==> src/rtl/uart_rx_fifo.sv <==
// uart_rx_fifo
//   Receive-side buffer behind an 8N1 UART receiver. It takes each finished
//   byte through the receiver's rx_done/rx_read handshake and stores it in a
//   power-of-two FIFO. The bytes leave as a valid/ready stream. The block
//   also reports bytes dropped while the FIFO was full, and raises a pulse
//   once the line has been idle for a set time after the last byte.
//
// Ports
//   clk, rst        clock; synchronous active-low reset
//   rx_done/rx_byte receiver byte-ready level flag and its data
//   rx_read         registered one-cycle acknowledge back to the receiver
//   out_valid/out_data/out_ready
//                   consumer stream; out_data reads 0 while the FIFO is empty
//   level           current FIFO occupancy, 0..DEPTH
//   overrun         sticky flag, set when a byte is dropped on a full FIFO
//   drop_count      number of dropped bytes, saturating at 255
//   clr_overrun     clears overrun and drop_count
//   idle_cycles     idle timeout in clk cycles; 0 turns the timer off
//   idle_pulse      one-cycle pulse, idle_cycles cycles after the last capture
module uart_rx_fifo #(
   parameter int DEPTH = 16,
   parameter int CW    = $clog2(DEPTH) + 1
) (
   input  logic          clk,
   input  logic          rst,
   input  logic          rx_done,
   input  logic [7:0]    rx_byte,
   output logic          rx_read,
   output logic          out_valid,
   output logic [7:0]    out_data,
   input  logic          out_ready,
   output logic [CW-1:0] level,
   output logic          overrun,
   output logic [7:0]    drop_count,
   input  logic          clr_overrun,
   input  logic [23:0]   idle_cycles,
   output logic          idle_pulse
);

   localparam int AW = $clog2(DEPTH);

   localparam logic [1:0] WAIT_DONE = 2'd0;
   localparam logic [1:0] ACK       = 2'd1;
   localparam logic [1:0] CLEAR     = 2'd2;

   localparam logic [CW-1:0] FULL_LEVEL = CW'(DEPTH);

   logic [1:0]    state;
   logic [1:0]    state_nxt;
   logic [7:0]    mem [DEPTH];
   logic [AW-1:0] wr_ptr;
   logic [AW-1:0] rd_ptr;
   logic          capture;
   logic          push;
   logic          pop;
   logic          drop;
   logic [23:0]   idle_timer;
   logic          idle_armed;

   // Capture FSM
   assign capture = (state == WAIT_DONE) && rx_done;

   always_comb begin
      state_nxt = state;
      case (state)
         WAIT_DONE: if (rx_done)  state_nxt = ACK;
         ACK:                     state_nxt = CLEAR;
         CLEAR:     if (!rx_done) state_nxt = WAIT_DONE;
         default:                 state_nxt = WAIT_DONE;
      endcase
   end

   always_ff @(posedge clk) begin
      if (!rst) begin
         state   <= WAIT_DONE;
         rx_read <= 1'b0;
      end else begin
         state   <= state_nxt;
         rx_read <= capture;
      end
   end

   // FIFO. A full FIFO still accepts a byte when a pop frees a slot in the same cycle.
   assign out_valid = (level != '0);
   assign out_data  = out_valid ? mem[rd_ptr] : '0;
   assign pop       = out_valid && out_ready;
   assign push      = capture && ((level != FULL_LEVEL) || pop);
   assign drop      = capture && !push;

   always_ff @(posedge clk) begin
      if (rst && push) mem[wr_ptr] <= rx_byte;
   end

   always_ff @(posedge clk) begin
      if (!rst) begin
         wr_ptr <= '0;
         rd_ptr <= '0;
         level  <= '0;
      end else begin
         if (push) wr_ptr <= wr_ptr + 1'b1;
         if (pop)  rd_ptr <= rd_ptr + 1'b1;
         case ({push, pop})
            2'b10:   level <= level + 1'b1;
            2'b01:   level <= level - 1'b1;
            default: level <= level;
         endcase
      end
   end

   // Overrun tracking. A drop in the same cycle as a clear restarts the count at 1.
   always_ff @(posedge clk) begin
      if (!rst) begin
         overrun    <= 1'b0;
         drop_count <= '0;
      end else if (drop) begin
         overrun <= 1'b1;
         if (clr_overrun)
            drop_count <= 8'd1;
         else if (drop_count != 8'hFF)
            drop_count <= drop_count + 8'd1;
      end else if (clr_overrun) begin
         overrun    <= 1'b0;
         drop_count <= '0;
      end
   end

   // Idle timer. It restarts on every capture. The pulse fires when the timer
   // reaches idle_cycles-1, which is idle_cycles cycles after the capture cycle.
   assign idle_pulse = idle_armed && (idle_cycles != '0) &&
                       (idle_timer == idle_cycles - 24'd1);

   always_ff @(posedge clk) begin
      if (!rst) begin
         idle_timer <= '0;
         idle_armed <= 1'b0;
      end else if (capture) begin
         idle_timer <= '0;
         idle_armed <= 1'b1;
      end else if (idle_cycles == '0) begin
         idle_timer <= '0;
      end else if (idle_pulse) begin
         idle_timer <= '0;
         idle_armed <= 1'b0;
      end else if (idle_armed) begin
         idle_timer <= idle_timer + 24'd1;
      end
   end

endmodule

==> config.mk <==
export PLATFORM = sky130hd
export DESIGN_NAME = uart_rx_fifo
export DESIGN_NICKNAME = d
export VERILOG_FILES = /design/src/rtl/uart_rx_fifo.sv
export SDC_FILE = /design/constraint.sdc
export NUM_CORES = 1
export LEC_CHECK = 0
export ABC_AREA = 1
export BUFFER_PORTS_ARGS = -buffer_cell sky130_fd_sc_hd__buf_4
export CAP_MARGIN = 20
export CORE_MARGIN = 1.5
export CORE_UTILIZATION = 30
export DETAILED_ROUTE_END_ITERATION = 6
export PLACE_DENSITY = 0.48
export SYNTH_ARGS = -nofsm -noshare
export SYNTH_HDL_FRONTEND = slang
export SYNTH_SLANG_ARGS = --single-unit
==> constraint.sdc <==
create_clock -name clk -period 3.5 [get_ports clk]
set_clock_uncertainty 0.15 [all_clocks]
set_input_delay 0.175 -clock clk [delete_from_list [all_inputs] [get_ports clk]]
set_output_delay 0.175 -clock clk [all_outputs]
set_load 0.01 [all_outputs]
---- Yosys cells after proc, flatten, opt, wreduce, memory -nomap -nowiden ----
Memory sizes are Yosys's and may differ from the RTL's. A register that Yosys moved wholly into a read port is not among the register bits.
Index checks and enable logic that the tools add are counted.
word-level totals
  memories kept ........................... 1
  output and inout bits ................... 25
  logic and storage cells ................. 67
  memory bits (writable) .................. 128
  bits in latches ......................... 0
  register bits after elaboration ......... 50
  bits in read-only memories .............. 0
  bits of input ports ..................... 37
memory list
  memory  words  width  read ports  clocked after Yosys merged registers in  write ports  RTL line  text
  mem     16     8      1           1                                        1            50        logic [7:0] mem [DEPTH];
operators by class
  shift-type cells ........................ 0
  reductions and logical operators ........ 21
  add/subtract/negate cells ............... 7
  divide/modulo/power cells ............... 0
  multiply operators ...................... 0
  bitwise gates (word level) .............. 1
  multiplexer cells ....................... 18
  equality and inequality tests ........... 10
  order comparisons ....................... 0
operator list
  operator                                             count
  two-way mux 8 bit                                    5
  adder 24 x 1 -> 24 bit (second input constant)       1
  == test 24 bit                                       1
  zero test 24 bit                                     1
  nonzero test 24 bit                                  1
  subtractor 24 x 1 -> 24 bit (second input constant)  1
  case mux 5 bit (2 select lines)                      1
  adder 4 x 1 -> 4 bit (second input constant)         2
  adder 8 x 1 -> 8 bit (second input constant)         1
  two-way mux 4 bit                                    2
  != test 8 bit (second input constant)                1
  nonzero test 2 bit                                   4
  logical AND 1 bit                                    7
  two-way mux 1 bit                                    7
  != test 2 bit (second input constant)                3
  case mux 2 bit (3 select lines)                      1
  AND reduction 2 bit                                  3
  adder 5 x 1 -> 5 bit (second input constant)         1
  != test 5 bit (second input constant)                1
  nonzero test 5 bit                                   1
  subtractor 5 x 1 -> 5 bit (second input constant)    1
  == test 2 x 1 -> 1 bit (second input constant)       2
  == test 2 bit (second input constant)                2
  two-way mux 2 bit                                    2
  other kinds (5)                                      5

---- Logic depth before layout (Yosys ltp) ----
Gate-level depths: netlist (run 1).
  depth in word-level cells ............... 8
  depth in mapped cells ................... 16
  gate-level depth less buffers ........... 16

---- Worst setup path after synthesis (run 1) ----
No wires, ideal clock.
  kind .................................... register to register
  start ................................... reg level[1]
  end ..................................... reg level[4]
  path slack .............................. 1.024 ns
  clock period less this slack ............ 2.476 ns
  data required time ...................... 3.280 ns
  arrival ................................. 2.257 ns
  library setup time ...................... 0.070 ns
  buffers on the path ..................... 0
  stages on the path, launching flop included .. 17
  cell sequence ........................... dfxtp_1 -> inv_1 -> nand4_1 -> inv_1 -> nand2_1 -> nand2_1 -> inv_1 -> ha_1 -> inv_1 -> fa_1 -> inv_1 -> a31oi_1 -> inv_1 -> nor2_1 -> nor3_1 -> o21ai_0 -> a21oi_1
between the ends
  longest elaborated chain between the ends .. 6
  elaborated cells on any way between the ends .. 11
  classes of those cells .................. add/sub: 2; eq/ne: 3; mux: 1; reduce/logical: 5
ends and longest elaborated chain
  what                                                                   RTL line  text
  start, declared                                                        32        output logic [CW-1:0] level,
  start signal, assigned                                                 103       2'b10: level <= level + 1'b1;
  start signal, assigned                                                 104       2'b01: level <= level - 1'b1;
  start signal, assigned                                                 105       default: level <= level;
  nonzero test 5 bit *                                                   84        assign out_valid = (level != '0);
  net out_valid                                                          29        output logic out_valid,
  logical AND 1 bit *                                                    86        assign pop = out_valid && out_ready;
  net pop                                                                55        logic pop;
  logical OR 1 bit                                                       87        assign push = capture && ((level != FULL_LEVEL) || pop);
  logical AND 1 bit                                                      87
  == test 2 x 1 -> 1 bit or == test 2 bit (tied branches)                102       case ({push, pop})
  case mux 5 bit (2 select lines) or nonzero test 2 bit (tied branches)  -
The timed path passes the listed nets; every way through them passes the cells marked *.
A chain may end at the register's enable or synchronous reset.

==> run_summary.xml, run 1 <==
<?xml version="1.0" encoding="UTF-8"?>
<metrics>
  <group name="status">
    <metric name="run_status" unit="">complete, no violations</metric>
  </group>
  <group name="setup_path">
    <metric name="crit_top_cell" unit="">sky130_fd_sc_hd__buf_4</metric>
    <metric name="crit_buf_inv" unit="">5</metric>
    <metric name="cp.required" unit="ns">3.17</metric>
    <metric name="cp_data_arrival_time" unit="ns">2.64</metric>
    <metric name="r2r_cells" unit="">15</metric>
    <metric name="cp_cell_sequence" unit="">buf_4, inv_1, buf_4, buf_4, o21ai_0, o221ai_1, nand3_1, a21oi_1, buf_4</metric>
    <metric name="worstSetupEndpointType" unit="">output pin</metric>
    <metric name="timing.rr.end" unit="">level[4]$_SDFFE_PN0P_</metric>
    <metric name="regToRegSetupSlack" unit="ns">0.73</metric>
    <metric name="criticalPathCategory" unit="">register to output pin</metric>
    <metric name="timing.critical_path.fanout_max" unit="">13</metric>
    <metric name="worst_path_max_delay_cell" unit="">sky130_fd_sc_hd__inv_1</metric>
    <metric name="path_delay_family" unit="">buffers and inverters</metric>
    <metric name="crit-reg2reg-launch" unit="">level[1]$_SDFFE_PN0P_</metric>
    <metric name="worstSetupStartpointType" unit="">register</metric>
    <metric name="max_stage_delay" unit="ns">0.33</metric>
  </group>
  <group name="timing">
    <metric name="timing.final.max_slew_violations" unit="">0</metric>
    <metric name="timing.final.crit_share" unit="%">84.7</metric>
    <metric name="setup-violations-final" unit="">0</metric>
    <metric name="rsz0062_at_grt" unit="">false</metric>
    <metric name="fmaxAchievable" unit="MHz">337</metric>
    <metric name="final-hold-violation-count" unit="">0</metric>
    <metric name="final.min_clock_period" unit="ns">2.96</metric>
    <metric name="setup_slack" unit="ns">0.536</metric>
    <metric name="max_slew_margin" unit="%">43.3</metric>
    <metric name="tightest_slew" unit="ns">0.848</metric>
    <metric name="fin_setup_tns" unit="ns">0</metric>
  </group>
  <group name="hold_path">
    <metric name="hold_path_end" unit="">idle_armed$_SDFFE_PN0P_</metric>
    <metric name="worst_min_delay_path_category" unit="">input port to register</metric>
    <metric name="min_from" unit="">idle_cycles[18]</metric>
    <metric name="min_delay_path_depth" unit="">6</metric>
  </group>
  <group name="synthesis">
    <metric name="number_of_enable_type_register_cells_in_the_synthesized_netlist" unit="">128</metric>
    <metric name="yosysTopAreaCell" unit="">sky130_fd_sc_hd__edfxtp_1</metric>
    <metric name="synth_top_cells_by_area" unit="">sky130_fd_sc_hd__edfxtp_1, sky130_fd_sc_hd__dfxtp_1, sky130_fd_sc_hd__nor2_1</metric>
    <metric name="synthCells" unit="">945</metric>
    <metric name="most_numerous_cell_in_the_yosys_netlist" unit="">sky130_fd_sc_hd__nor2_1</metric>
    <metric name="ys_ff_latch" unit="">182</metric>
    <metric name="yosys_warnings" unit="">0</metric>
    <metric name="synth_fp_nets" unit="">996</metric>
    <metric name="synth_top_area_share" unit="%">44.1</metric>
    <metric name="post_synth_instance_area" unit="um^2">8720</metric>
    <metric name="postSynth.asyncResetShare" unit="%">0</metric>
    <metric name="synth_sequential_area_ratio" unit="%">56.5</metric>
    <metric name="synthFlopType" unit="">sky130_fd_sc_hd__edfxtp_1</metric>
    <metric name="synth.cells.most_frequent" unit="">sky130_fd_sc_hd__nor2_1, sky130_fd_sc_hd__nand2_1, sky130_fd_sc_hd__edfxtp_1</metric>
    <metric name="count_of_cell_types_in_the_netlist" unit="">41</metric>
    <metric name="avgSynthCellArea" unit="um^2">9.23</metric>
  </group>
  <group name="power_and_ir_drop">
    <metric name="power.share.combinational" unit="%">25.7</metric>
    <metric name="switching_power" unit="uW">1920</metric>
    <metric name="ir_worst_vdd" unit="mV">0.356</metric>
    <metric name="power_switching_share" unit="%">31.7</metric>
    <metric name="clockPowerShare" unit="%">34.4</metric>
    <metric name="total_power" unit="uW">6050</metric>
    <metric name="seqPwrFrac" unit="%">39.9</metric>
    <metric name="static_leakage_power" unit="uW">0.00384</metric>
    <metric name="power-per-cell-area" unit="nW/um^2">584</metric>
    <metric name="internal_power" unit="uW">4140</metric>
  </group>
  <group name="final_layout">
    <metric name="layoutNonFillerInstCount" unit="">1415</metric>
    <metric name="layout-area-overhead-vs-synth" unit="%">18.9</metric>
    <metric name="num-fill-cells" unit="">2929</metric>
    <metric name="final_cell_area" unit="um^2">10400</metric>
    <metric name="post_route_cells_drive_above_1_share" unit="%">12.8</metric>
    <metric name="finalNetCount" unit="">1069</metric>
    <metric name="num_antenna_cells" unit="">0</metric>
  </group>
  <group name="global_route">
    <metric name="initial_antenna_violation_count" unit="">0</metric>
    <metric name="groute.usage.overall" unit="%">15.2</metric>
    <metric name="grt_first_pass_wirelength" unit="um">35300</metric>
    <metric name="grt_overflow_total" unit="">0</metric>
    <metric name="largest_net_degree_at_the_start_of_global_routing" unit="">65</metric>
    <metric name="first_global_vias" unit="">6269</metric>
  </group>
  <group name="placed_design">
    <metric name="place.detailed.hpwl" unit="um">15600</metric>
    <metric name="gp_congestion" unit="">0.816</metric>
    <metric name="port-buffer-count" unit="">61</metric>
    <metric name="place_area" unit="um^2">9600</metric>
    <metric name="numPlacedInstances" unit="">1371</metric>
    <metric name="dp_slack" unit="ns">0.736</metric>
  </group>
  <group name="routing">
    <metric name="totalWireLength" unit="um">22500</metric>
    <metric name="route.detailed.drc" unit="">0</metric>
    <metric name="drt_pass1_iterations" unit="">4</metric>
    <metric name="drt_first_iter_violations" unit="">494</metric>
    <metric name="final_antenna_net_count" unit="">0</metric>
    <metric name="routedWlPerCell" unit="um">15.9</metric>
    <metric name="detailroute.via_count" unit="">6530</metric>
    <metric name="detail_route.vias_per_cell" unit="">4.61</metric>
  </group>
  <group name="floorplanning">
    <metric name="initial_core_util" unit="%">30.5</metric>
    <metric name="io_pins" unit="">62</metric>
    <metric name="placeableCoreArea" unit="um^2">28600</metric>
    <metric name="die_x" unit="um">173</metric>
    <metric name="placement_rows" unit="">62</metric>
    <metric name="design.die.area" unit="um^2">30100</metric>
    <metric name="dieHeight" unit="um">173</metric>
  </group>
  <group name="clock_network">
    <metric name="cts-root-buf" unit="">sky130_fd_sc_hd__clkbuf_16</metric>
    <metric name="tritoncts.num_buffers" unit="">17</metric>
    <metric name="clock_latency" unit="ns">0.43</metric>
    <metric name="htreeDepth" unit="">4</metric>
    <metric name="cts.reportedPaths.clkPinSlew" unit="ns">0.08</metric>
    <metric name="cts_tree" unit="">built</metric>
    <metric name="clock_tree.buffer_depth" unit="">2</metric>
    <metric name="cts_num_sinks" unit="">182</metric>
    <metric name="post_cts.repair.setup_buffers" unit="">0</metric>
  </group>
  <group name="flow_run">
    <metric name="drv_cap" unit="">0</metric>
  </group>
</metrics>
power by group through the flow:
| stage | Sequential, uW | Clock, uW | Combinational, uW |
|---|---|---|---|
| floorplan | 2470 | 0 | 924 |
| global placement | 2460 | 0 | 1560 |
| detailed placement | 2460 | 0 | 1570 |
| CTS | 2420 | 2140 | 1580 |
| global route | 2420 | 2220 | 1730 |
| finish | 2420 | 2080 | 1560 |
layer usage:
metal	GRT usage, %	vias to the layer above	wire length, um
met5	0	-	0
met4	3.95	0	276
met3	3.38	20	880
met2	24.1	115	10300
met1	21.1	3060	11100
li1	-	3335	-
cell families after synthesis:
family                     after synthesis  share of synthesized area [%]
xor gates and xnor gates                47                           4.88
AOI/OAI and AO/OA                      147                           9.67
and+or+nand+nor                        435                           21.3
adders and majority gates               14                           2.10
DFF                                    182                           56.5
muxes                                    1                          0.115
buffers and inverters                  119                           5.44
how the worst max path moves through the flow:
| stage | to | slack [ns] | depth (start not counted) |
|---|---|---|---|
| after floorplan | level[4]$_SDFFE_PN0P_ | 1.02 | 16 |
| after global placement | level[4]$_SDFFE_PN0P_ | 0.82 | 15 |
| after detailed placement | level[4]$_SDFFE_PN0P_ | 0.74 | 15 |
| after CTS | out_data[3] | 0.53 | 9 |
| after global routing | level[4]$_SDFFE_PN0P_ | 0.37 | 15 |
| final | out_data[3] | 0.54 | 9 |
state kept, by name (all words and copies together) (netlist names), named ones only:
register / cells
idle_armed: 1
rd_ptr: 4
idle_timer: 24
level: 5
state: 2
drop_count: 8
rx_read: 1
wr_ptr: 4
overrun: 1
mem: 128
cell type report:
| class | instances | area, um^2 | area share (%) |
|---|---|---|---|
| clock buffers | 17 | 425 | 4.10 |
| clock inverters | 15 | 218 | 2.10 |
| repair buffers | 84 | 661 | 6.37 |
| multi-input cells | 644 | 3320 | 32.0 |
| well taps | 384 | 480 | 4.64 |
| inverters | 89 | 334 | 3.22 |
| flip-flops and latches | 182 | 4930 | 47.5 |
cells in the final DEF, fill, tap and decap left out, types with 3 or more instances in the layout:
master	n
sky130_fd_sc_hd__inv_6	4
sky130_fd_sc_hd__o21ai_0	82
sky130_fd_sc_hd__buf_4	72
sky130_fd_sc_hd__nor3_1	11
sky130_fd_sc_hd__clkinv_1	3
sky130_fd_sc_hd__clkbuf_16	17
sky130_fd_sc_hd__clkinvlp_4	3
sky130_fd_sc_hd__o221ai_1	20
sky130_fd_sc_hd__dfxtp_1	53
sky130_fd_sc_hd__ha_1	13
sky130_fd_sc_hd__edfxtp_1	128
sky130_fd_sc_hd__xor2_1	24
sky130_fd_sc_hd__nor2_2	15
sky130_fd_sc_hd__nand3b_1	5
sky130_fd_sc_hd__a21oi_1	26
sky130_fd_sc_hd__nand3_1	38
sky130_fd_sc_hd__xnor2_1	22
sky130_fd_sc_hd__bufinv_16	4
sky130_fd_sc_hd__inv_1	85
sky130_fd_sc_hd__nand4_1	15
sky130_fd_sc_hd__o22ai_1	12
sky130_fd_sc_hd__dlygate4sd3_1	12
sky130_fd_sc_hd__nor2_1	190
sky130_fd_sc_hd__nor2_4	5
sky130_fd_sc_hd__nand2_1	148
repair_timing:
| item | in CTS | in global routing |
|---|---|---|
| hold buffers | 12 | 0 |
| endpoints found under the hold margin | 153 | 0 |
| resized for setup | 0 | 0 |
stage by stage:
step	hold WS (ns)	util (%)
after floorplan	0.124	-
after global placement	0.285	33.5
after detailed placement	0.296	33.5
after CTS	0.171	36.2
after global routing	0.221	36.2
final	0.185	36.2
tightest hold or removal path, cell delays in order:
cell,delay (ns)
sky130_fd_sc_hd__buf_4,0.09
sky130_fd_sc_hd__xor2_1,0.08
sky130_fd_sc_hd__xor2_1,0.15
sky130_fd_sc_hd__nand3_2,0.11
sky130_fd_sc_hd__nand2_1,0.06
sky130_fd_sc_hd__nand2_1,0.05
No activity file was read; power rests on OpenSTA's default activity.
==> run 2, diff against run 1 <==
--- a/config.mk
+++ b/config.mk
@@ -11,7 +11,7 @@
 export CORE_MARGIN = 1.5
 export CORE_UTILIZATION = 30
 export DETAILED_ROUTE_END_ITERATION = 6
-export PLACE_DENSITY = 0.48
+export PLACE_DENSITY = 0.5
 export SYNTH_ARGS = -nofsm -noshare
 export SYNTH_HDL_FRONTEND = slang
 export SYNTH_SLANG_ARGS = --single-unit
==> constraint.sdc (replaced) <==
create_clock -name clk -period 2.41 [get_ports clk]
set_clock_uncertainty 0.15 [all_clocks]
set_input_delay 0.1205 -clock clk [delete_from_list [all_inputs] [get_ports clk]]
set_output_delay 0.1205 -clock clk [all_outputs]
set_load 0.01 [all_outputs]
==> run 2 against run 1 <==
Effect of this change: setup slack worse by 0.49 ns; clock power rose by 38%; sequential share of layout area down 2.3 points; core utilization grew 2.0 points; non-clock buffer count is 46 higher; power is 52% higher; via count grew 3.4%; wire length about the same; clock-buffer cell count stayed put; global-route usage down 0.19 points; flip-flop and latch count stayed put; cell count is 3.3% higher; critical path type is now register to register; critical endpoint is now level[4]$_SDFFE_PN0P_.
==> run_summary.xml, run 2 (synthesized netlist as in run 1, its figures left out) <==
<?xml version="1.0" encoding="UTF-8"?>
<metrics>
  <group name="final_layout">
    <metric name="mostFrequentLayoutCells" unit="">sky130_fd_sc_hd__nor2_1, sky130_fd_sc_hd__nand2_1, sky130_fd_sc_hd__edfxtp_1</metric>
    <metric name="multiInputGateArea" unit="um^2">3430</metric>
    <metric name="num_antenna_cells" unit="">0</metric>
    <metric name="area.sequential" unit="um^2">4940</metric>
    <metric name="layout_commonest_cell" unit="">sky130_fd_sc_hd__nor2_1</metric>
    <metric name="post_route_cells_drive_above_1_share" unit="%">19.8</metric>
    <metric name="finalNetCount" unit="">1115</metric>
    <metric name="post_route_utilization" unit="%">38.2</metric>
    <metric name="largest_reg_flops" unit="">128</metric>
    <metric name="num-fill-cells" unit="">2872</metric>
    <metric name="layout_top_registers" unit="">mem: 128 flops, idle_timer: 24 flops, drop_count: 8 flops</metric>
    <metric name="layout-area-overhead-vs-synth" unit="%">25.5</metric>
    <metric name="largest_register" unit="">mem</metric>
    <metric name="final_cell_area" unit="um^2">10900</metric>
  </group>
  <group name="hold_path">
    <metric name="worst_min_delay_path_category" unit="">input port to register</metric>
    <metric name="min_delay_path_depth" unit="">5</metric>
  </group>
  <group name="floorplanning">
    <metric name="io_pins" unit="">62</metric>
    <metric name="die_x" unit="um">173</metric>
    <metric name="initial_core_util" unit="%">30.5</metric>
    <metric name="design.die.area" unit="um^2">30100</metric>
    <metric name="placement_rows" unit="">62</metric>
    <metric name="dieHeight" unit="um">173</metric>
    <metric name="placeableCoreArea" unit="um^2">28600</metric>
  </group>
  <group name="timing">
    <metric name="tightest_slew" unit="ns">0.530</metric>
    <metric name="fin_setup_tns" unit="ns">0</metric>
    <metric name="timing.final.crit_share" unit="%">98.2</metric>
    <metric name="timing.final.max_slew_violations" unit="">0</metric>
    <metric name="final-hold-violation-count" unit="">0</metric>
    <metric name="final.min_clock_period" unit="ns">2.37</metric>
    <metric name="max_slew_margin" unit="%">64.6</metric>
    <metric name="fmaxAchievable" unit="MHz">423</metric>
    <metric name="rsz0062_at_grt" unit="">true</metric>
    <metric name="setup-violations-final" unit="">0</metric>
  </group>
  <group name="global_route">
    <metric name="grt_overflow_total" unit="">0</metric>
    <metric name="initial_antenna_violation_count" unit="">0</metric>
    <metric name="first_global_vias" unit="">6558</metric>
    <metric name="grt_first_pass_wirelength" unit="um">35300</metric>
    <metric name="groute.usage.overall" unit="%">15.0</metric>
    <metric name="largest_net_degree_at_the_start_of_global_routing" unit="">51</metric>
  </group>
  <group name="clock_network">
    <metric name="clock_latency" unit="ns">0.43</metric>
    <metric name="tritoncts.num_buffers" unit="">17</metric>
    <metric name="clock_tree.buffer_depth" unit="">2</metric>
    <metric name="htreeDepth" unit="">4</metric>
    <metric name="cts_tree" unit="">built</metric>
    <metric name="cts_num_sinks" unit="">182</metric>
    <metric name="cts.reportedPaths.clkPinSlew" unit="ns">0.07</metric>
    <metric name="cts-root-buf" unit="">sky130_fd_sc_hd__clkbuf_16</metric>
  </group>
  <group name="placed_design">
    <metric name="place_area" unit="um^2">9960</metric>
    <metric name="gp_congestion" unit="">0.815</metric>
    <metric name="place.detailed.hpwl" unit="um">15500</metric>
    <metric name="port-buffer-count" unit="">61</metric>
  </group>
  <group name="setup_path">
    <metric name="criticalPathCategory" unit="">register to register</metric>
    <metric name="cp_data_arrival_time" unit="ns">2.54</metric>
    <metric name="worstSetupStartpointType" unit="">register</metric>
    <metric name="timing.critical_path.fanout_max" unit="">3</metric>
    <metric name="worstSetupEndpointType" unit="">register</metric>
    <metric name="r2r_cells" unit="">17</metric>
    <metric name="cp.required" unit="ns">2.58</metric>
  </group>
  <group name="flow_run">
    <metric name="drv_cap" unit="">0</metric>
  </group>
  <group name="routing">
    <metric name="drt_pass1_iterations" unit="">5</metric>
    <metric name="routedWlPerCell" unit="um">15.4</metric>
    <metric name="detail_route.vias_per_cell" unit="">4.62</metric>
    <metric name="final_antenna_net_count" unit="">0</metric>
    <metric name="route.detailed.drc" unit="">0</metric>
    <metric name="totalWireLength" unit="um">22500</metric>
    <metric name="detailroute.via_count" unit="">6752</metric>
    <metric name="drt_first_iter_violations" unit="">483</metric>
  </group>
  <group name="power_and_ir_drop">
    <metric name="static_leakage_power" unit="uW">0.00412</metric>
    <metric name="power-per-cell-area" unit="nW/um^2">840</metric>
    <metric name="ir_worst_vdd" unit="mV">0.518</metric>
  </group>
  <group name="status">
    <metric name="run_status" unit="">complete, no violations</metric>
  </group>
</metrics>
[run 2: timing repair]
item                                   4_1_cts  5_1_grt
pin swaps                                    3       13
hold buffers                                11        0
endpoints found under the hold margin      153        0
buffers inserted                             2        5
setup endpoints to repair                    2       12
resized for setup                            4       45
cloned                                       1        1
[run 2: critical path, stage by stage, from the launching register on]
cell and delay (ns):
sky130_fd_sc_hd__dfxtp_4 0.35, sky130_fd_sc_hd__inv_1 0.07, sky130_fd_sc_hd__nand4_1 0.13, sky130_fd_sc_hd__inv_1 0.10, sky130_fd_sc_hd__nand2_2 0.06, sky130_fd_sc_hd__nand2_2 0.06
sky130_fd_sc_hd__inv_1 0.07, sky130_fd_sc_hd__ha_4 0.18, sky130_fd_sc_hd__buf_4 0.14, sky130_fd_sc_hd__ha_4 0.23, sky130_fd_sc_hd__nand2_1 0.09, sky130_fd_sc_hd__nand2_2 0.07
sky130_fd_sc_hd__a31oi_4 0.15, sky130_fd_sc_hd__inv_1 0.05, sky130_fd_sc_hd__nor2_1 0.12, sky130_fd_sc_hd__nor3_2 0.07, sky130_fd_sc_hd__o21ai_1 0.12, sky130_fd_sc_hd__a21oi_1 0.05
[run 2: metrics by stage]
step	cells	power, uW	worst slack [ns]	hold slack, ns
2_1_floorplan	945	4930	0.00441	0.0694
3_3_place_gp	1409	6020	0.0642	0.257
3_5_place_dp	1409	6030	-0.0144	0.255
4_1_cts	1455	9010	0.00898	0.00756
5_1_grt	1461	9680	-0.184	0.0549
6_report	1461	9190	0.0441	0.0273
[run 2: final cells by class]
| class | count | share of cell area, % |
|---|---|---|
| clock buffer | 17 | 3.89 |
| sequential | 182 | 45.2 |
| clock inverter | 15 | 1.69 |
| timing repair buffer | 130 | 10.3 |
| inverter | 89 | 3.10 |
| multi-input combinational | 644 | 31.4 |
| tap | 384 | 4.39 |
[run 2: worst paths after layout]
kind / from / end / slack (ns)
min: out_ready / rd_ptr[0]$_SDFFE_PN0N_ / 0.03
max: level[2]$_SDFFE_PN0P_ / level[4]$_SDFFE_PN0P_ / 0.04
max reg2reg: level[2]$_SDFFE_PN0P_ / level[4]$_SDFFE_PN0P_ / 0.04
min reg2reg: state[1]$_SDFFE_PN0P_ / state[1]$_SDFFE_PN0P_ / 0.30
[run 2: power breakdown]
| part | internal [uW] | switching [uW] |
|---|---|---|
| sequential | 3450 | 88.0 |
| combinational | 1200 | 1590 |
| clock | 1570 | 1290 |
| total | 6230 | 2970 |
[run 2: per-layer routing]
layer / GRT usage [%] / up-vias / part of all wire, %
met2: 24.9 / 143 / 48
met1: 20.1 / 3156 / 46
li1: - / 3433 / -
met3: 2.96 / 20 / 4.6
met5: 0 / - / 0
met4: 3.80 / 0 / 1.2
==> run 3, diff against run 2 <==
--- a/config.mk
+++ b/config.mk
@@ -11,7 +11,7 @@
 export CORE_MARGIN = 1.5
 export CORE_UTILIZATION = 30
 export DETAILED_ROUTE_END_ITERATION = 6
-export PLACE_DENSITY = 0.5
+export PLACE_DENSITY = 0.48
 export SYNTH_ARGS = -nofsm -noshare
 export SYNTH_HDL_FRONTEND = slang
 export SYNTH_SLANG_ARGS = --single-unit
==> constraint.sdc (replaced) <==
create_clock -name clk -period 2.5 [get_ports clk]
set_clock_uncertainty 0.15 [all_clocks]
set_input_delay 0.125 -clock clk [delete_from_list [all_inputs] [get_ports clk]]
set_output_delay 0.125 -clock clk [all_outputs]
set_load 0.01 [all_outputs]
==> run 3 against run 2 <==
Effect of this change: non-clock buffer count decreased by 15; via count decreased by 1.1%; first-iteration DRC count increased by 16%; critical endpoint is now out_data[7]; highest routed layer unchanged.
==> run_summary.xml, run 3 (synthesized netlist as in run 1, its figures left out) <==
<?xml version="1.0" encoding="UTF-8"?>
<metrics>
  <group name="timing">
    <metric name="fmaxAchievable" unit="MHz">415</metric>
    <metric name="tightest_slew" unit="ns">0.633</metric>
    <metric name="hold_ws" unit="ns">0.141</metric>
    <metric name="timing.final.max_slew_violations" unit="">0</metric>
    <metric name="max_slew_margin" unit="%">57.7</metric>
    <metric name="final.min_clock_period" unit="ns">2.41</metric>
    <metric name="final-hold-violation-count" unit="">0</metric>
    <metric name="setup_slack" unit="ns">0.0922</metric>
    <metric name="timing.final.crit_share" unit="%">96.3</metric>
    <metric name="rsz0062_at_grt" unit="">true</metric>
    <metric name="setup-violations-final" unit="">0</metric>
  </group>
  <group name="global_route">
    <metric name="groute.usage.overall" unit="%">15.3</metric>
    <metric name="grt_first_pass_wirelength" unit="um">35800</metric>
    <metric name="largest_net_degree_at_the_start_of_global_routing" unit="">51</metric>
    <metric name="first_global_vias" unit="">6533</metric>
    <metric name="grt_overflow_total" unit="">0</metric>
    <metric name="initial_antenna_violation_count" unit="">0</metric>
  </group>
  <group name="hold_path">
    <metric name="worst_min_delay_path_category" unit="">input port to register</metric>
    <metric name="min_delay_path_depth" unit="">6</metric>
  </group>
  <group name="flow_run">
    <metric name="drv_cap" unit="">0</metric>
  </group>
  <group name="floorplanning">
    <metric name="placement_rows" unit="">62</metric>
    <metric name="io_pins" unit="">62</metric>
    <metric name="die_x" unit="um">173</metric>
    <metric name="design.die.area" unit="um^2">30100</metric>
    <metric name="dieHeight" unit="um">173</metric>
    <metric name="placeableCoreArea" unit="um^2">28600</metric>
    <metric name="initial_core_util" unit="%">30.5</metric>
  </group>
  <group name="power_and_ir_drop">
    <metric name="seqPwrFrac" unit="%">40.4</metric>
    <metric name="static_leakage_power" unit="uW">0.00401</metric>
    <metric name="ir_worst_vdd" unit="mV">0.486</metric>
    <metric name="power.share.combinational" unit="%">28.4</metric>
    <metric name="total_power" unit="uW">8460</metric>
    <metric name="switching_power" unit="uW">2680</metric>
    <metric name="clockPowerShare" unit="%">31.2</metric>
    <metric name="power_switching_share" unit="%">31.7</metric>
    <metric name="internal_power" unit="uW">5780</metric>
    <metric name="power-per-cell-area" unit="nW/um^2">795</metric>
  </group>
  <group name="routing">
    <metric name="drt_first_iter_violations" unit="">558</metric>
    <metric name="totalWireLength" unit="um">22600</metric>
    <metric name="route.detailed.drc" unit="">0</metric>
    <metric name="drt_pass1_iterations" unit="">5</metric>
    <metric name="detailroute.via_count" unit="">6675</metric>
    <metric name="routedWlPerCell" unit="um">15.6</metric>
    <metric name="detail_route.vias_per_cell" unit="">4.62</metric>
    <metric name="final_antenna_net_count" unit="">0</metric>
  </group>
  <group name="placed_design">
    <metric name="place_area" unit="um^2">9850</metric>
    <metric name="port-buffer-count" unit="">61</metric>
    <metric name="gp_congestion" unit="">0.819</metric>
    <metric name="dp_slack" unit="ns">0.0443</metric>
    <metric name="numPlacedInstances" unit="">1401</metric>
    <metric name="place.detailed.hpwl" unit="um">15400</metric>
  </group>
  <group name="final_layout">
    <metric name="finalNetCount" unit="">1100</metric>
    <metric name="layoutNonFillerInstCount" unit="">1446</metric>
    <metric name="largest_register" unit="">mem</metric>
    <metric name="layout_top_registers" unit="">mem: 128 flops, idle_timer: 24 flops, drop_count: 8 flops</metric>
    <metric name="mostFrequentLayoutCells" unit="">sky130_fd_sc_hd__nor2_1, sky130_fd_sc_hd__nand2_1, sky130_fd_sc_hd__edfxtp_1</metric>
    <metric name="layout-area-overhead-vs-synth" unit="%">22.1</metric>
    <metric name="largest_reg_flops" unit="">128</metric>
    <metric name="layout_commonest_cell" unit="">sky130_fd_sc_hd__nor2_1</metric>
    <metric name="post_route_cells_drive_above_1_share" unit="%">16.5</metric>
    <metric name="final_cell_area" unit="um^2">10600</metric>
    <metric name="area.sequential" unit="um^2">4930</metric>
    <metric name="num_antenna_cells" unit="">0</metric>
    <metric name="multiInputGateArea" unit="um^2">3370</metric>
    <metric name="num-fill-cells" unit="">2900</metric>
  </group>
  <group name="clock_network">
    <metric name="cts.reportedPaths.clkPinSlew" unit="ns">0.07</metric>
    <metric name="htreeDepth" unit="">4</metric>
    <metric name="tritoncts.num_buffers" unit="">17</metric>
    <metric name="post_cts.repair.setup_buffers" unit="">0</metric>
    <metric name="clock_tree.buffer_depth" unit="">2</metric>
    <metric name="cts_num_sinks" unit="">182</metric>
    <metric name="cts-root-buf" unit="">sky130_fd_sc_hd__clkbuf_16</metric>
    <metric name="cts_tree" unit="">built</metric>
    <metric name="clock_latency" unit="ns">0.43</metric>
  </group>
  <group name="setup_path">
    <metric name="r2r_cells" unit="">15</metric>
    <metric name="worstSetupStartpointType" unit="">register</metric>
    <metric name="criticalPathCategory" unit="">register to output pin</metric>
    <metric name="cp.required" unit="ns">2.23</metric>
    <metric name="timing.critical_path.fanout_max" unit="">50</metric>
    <metric name="worstSetupEndpointType" unit="">output pin</metric>
    <metric name="cp_data_arrival_time" unit="ns">2.13</metric>
  </group>
  <group name="status">
    <metric name="run_status" unit="">complete, no violations</metric>
  </group>
</metrics>
-- run 3: cell count changes in the layout (fill, tap and decap cells not counted), sizes merged --
cell / delta
dlygate4sd3: +1
clkbuf: -1
clkinvlp: -2
inv: -5
clkinv: +7
buf: -15
-- run 3: per-layer routing --
metal / wire [um] / share of wire [%] / GRT usage, % / vias up
li1: - / - / - / 3400
met1: 10800 / 48 / 20.8 / 3107
met2: 10400 / 46 / 24.4 / 140
met3: 1030 / 4.6 / 3.51 / 28
met4: 440 / 1.9 / 4.49 / 0
met5: 0 / 0 / 0 / -
-- run 3: timing repair --
item / CTS / global route
gates resized for setup: 2 / 19
pin swaps: 0 / 4
setup endpoints to repair: 5 / 10
hold buffers: 12 / 0
hold endpoints to repair: 153 / 0
gates cloned: 1 / 0
-- run 3: cell type report --
| type | instances | area share, % |
|---|---|---|
| clock buffer | 17 | 4.00 |
| clock inverter | 15 | 1.46 |
| inverter | 89 | 3.14 |
| multi-input combinational | 644 | 31.7 |
| sequential | 182 | 46.3 |
| tap | 384 | 4.51 |
| timing repair buffer | 115 | 8.90 |
-- run 3: power by group through the flow --
stage                     Clock [uW]  Sequential (uW)  Combinational (uW)
after global placement             0             3470                2290
after floorplan                    0             3450                1290
after global routing            2820             3430                2680
after CTS                       2710             3410                2370
after detailed placement           0             3470                2300
final                           2640             3420                2410
-- run 3: critical path, cell delays in order, from the launching register on --
cell,delay [ns]
sky130_fd_sc_hd__dfxtp_4,0.39
sky130_fd_sc_hd__clkinv_1,0.09
sky130_fd_sc_hd__buf_12,0.23
sky130_fd_sc_hd__nor2_1,0.07
sky130_fd_sc_hd__o22ai_1,0.25
sky130_fd_sc_hd__nor2_1,0.07
sky130_fd_sc_hd__nor2_1,0.07
sky130_fd_sc_hd__o21ai_0,0.14
sky130_fd_sc_hd__a21oi_1,0.22
sky130_fd_sc_hd__buf_4,0.15
-- run 3: through the flow --
| step | utilization [%] | TNS (ns) |
|---|---|---|
| CTS | 37.0 | 0 |
| global placement | 34.4 | 0 |
| detailed placement | 34.4 | 0 |
| global route | 37.2 | -0.211 |
| floorplan | - | 0 |
| finish | 37.2 | 0 |
-- run 3: path summary, 6_finish.rpt --
path / startpoint / slack, ns / to
max: register / 0.09 / out_data[7]
min: idle_cycles[18] / 0.14 / idle_armed$_SDFFE_PN0P_
max reg2reg: level[3]$_SDFFE_PN0P_ / 0.14 / level[3]$_SDFFE_PN0P_
min reg2reg: state[1]$_SDFFE_PN0P_ / 0.30 / state[1]$_SDFFE_PN0P_
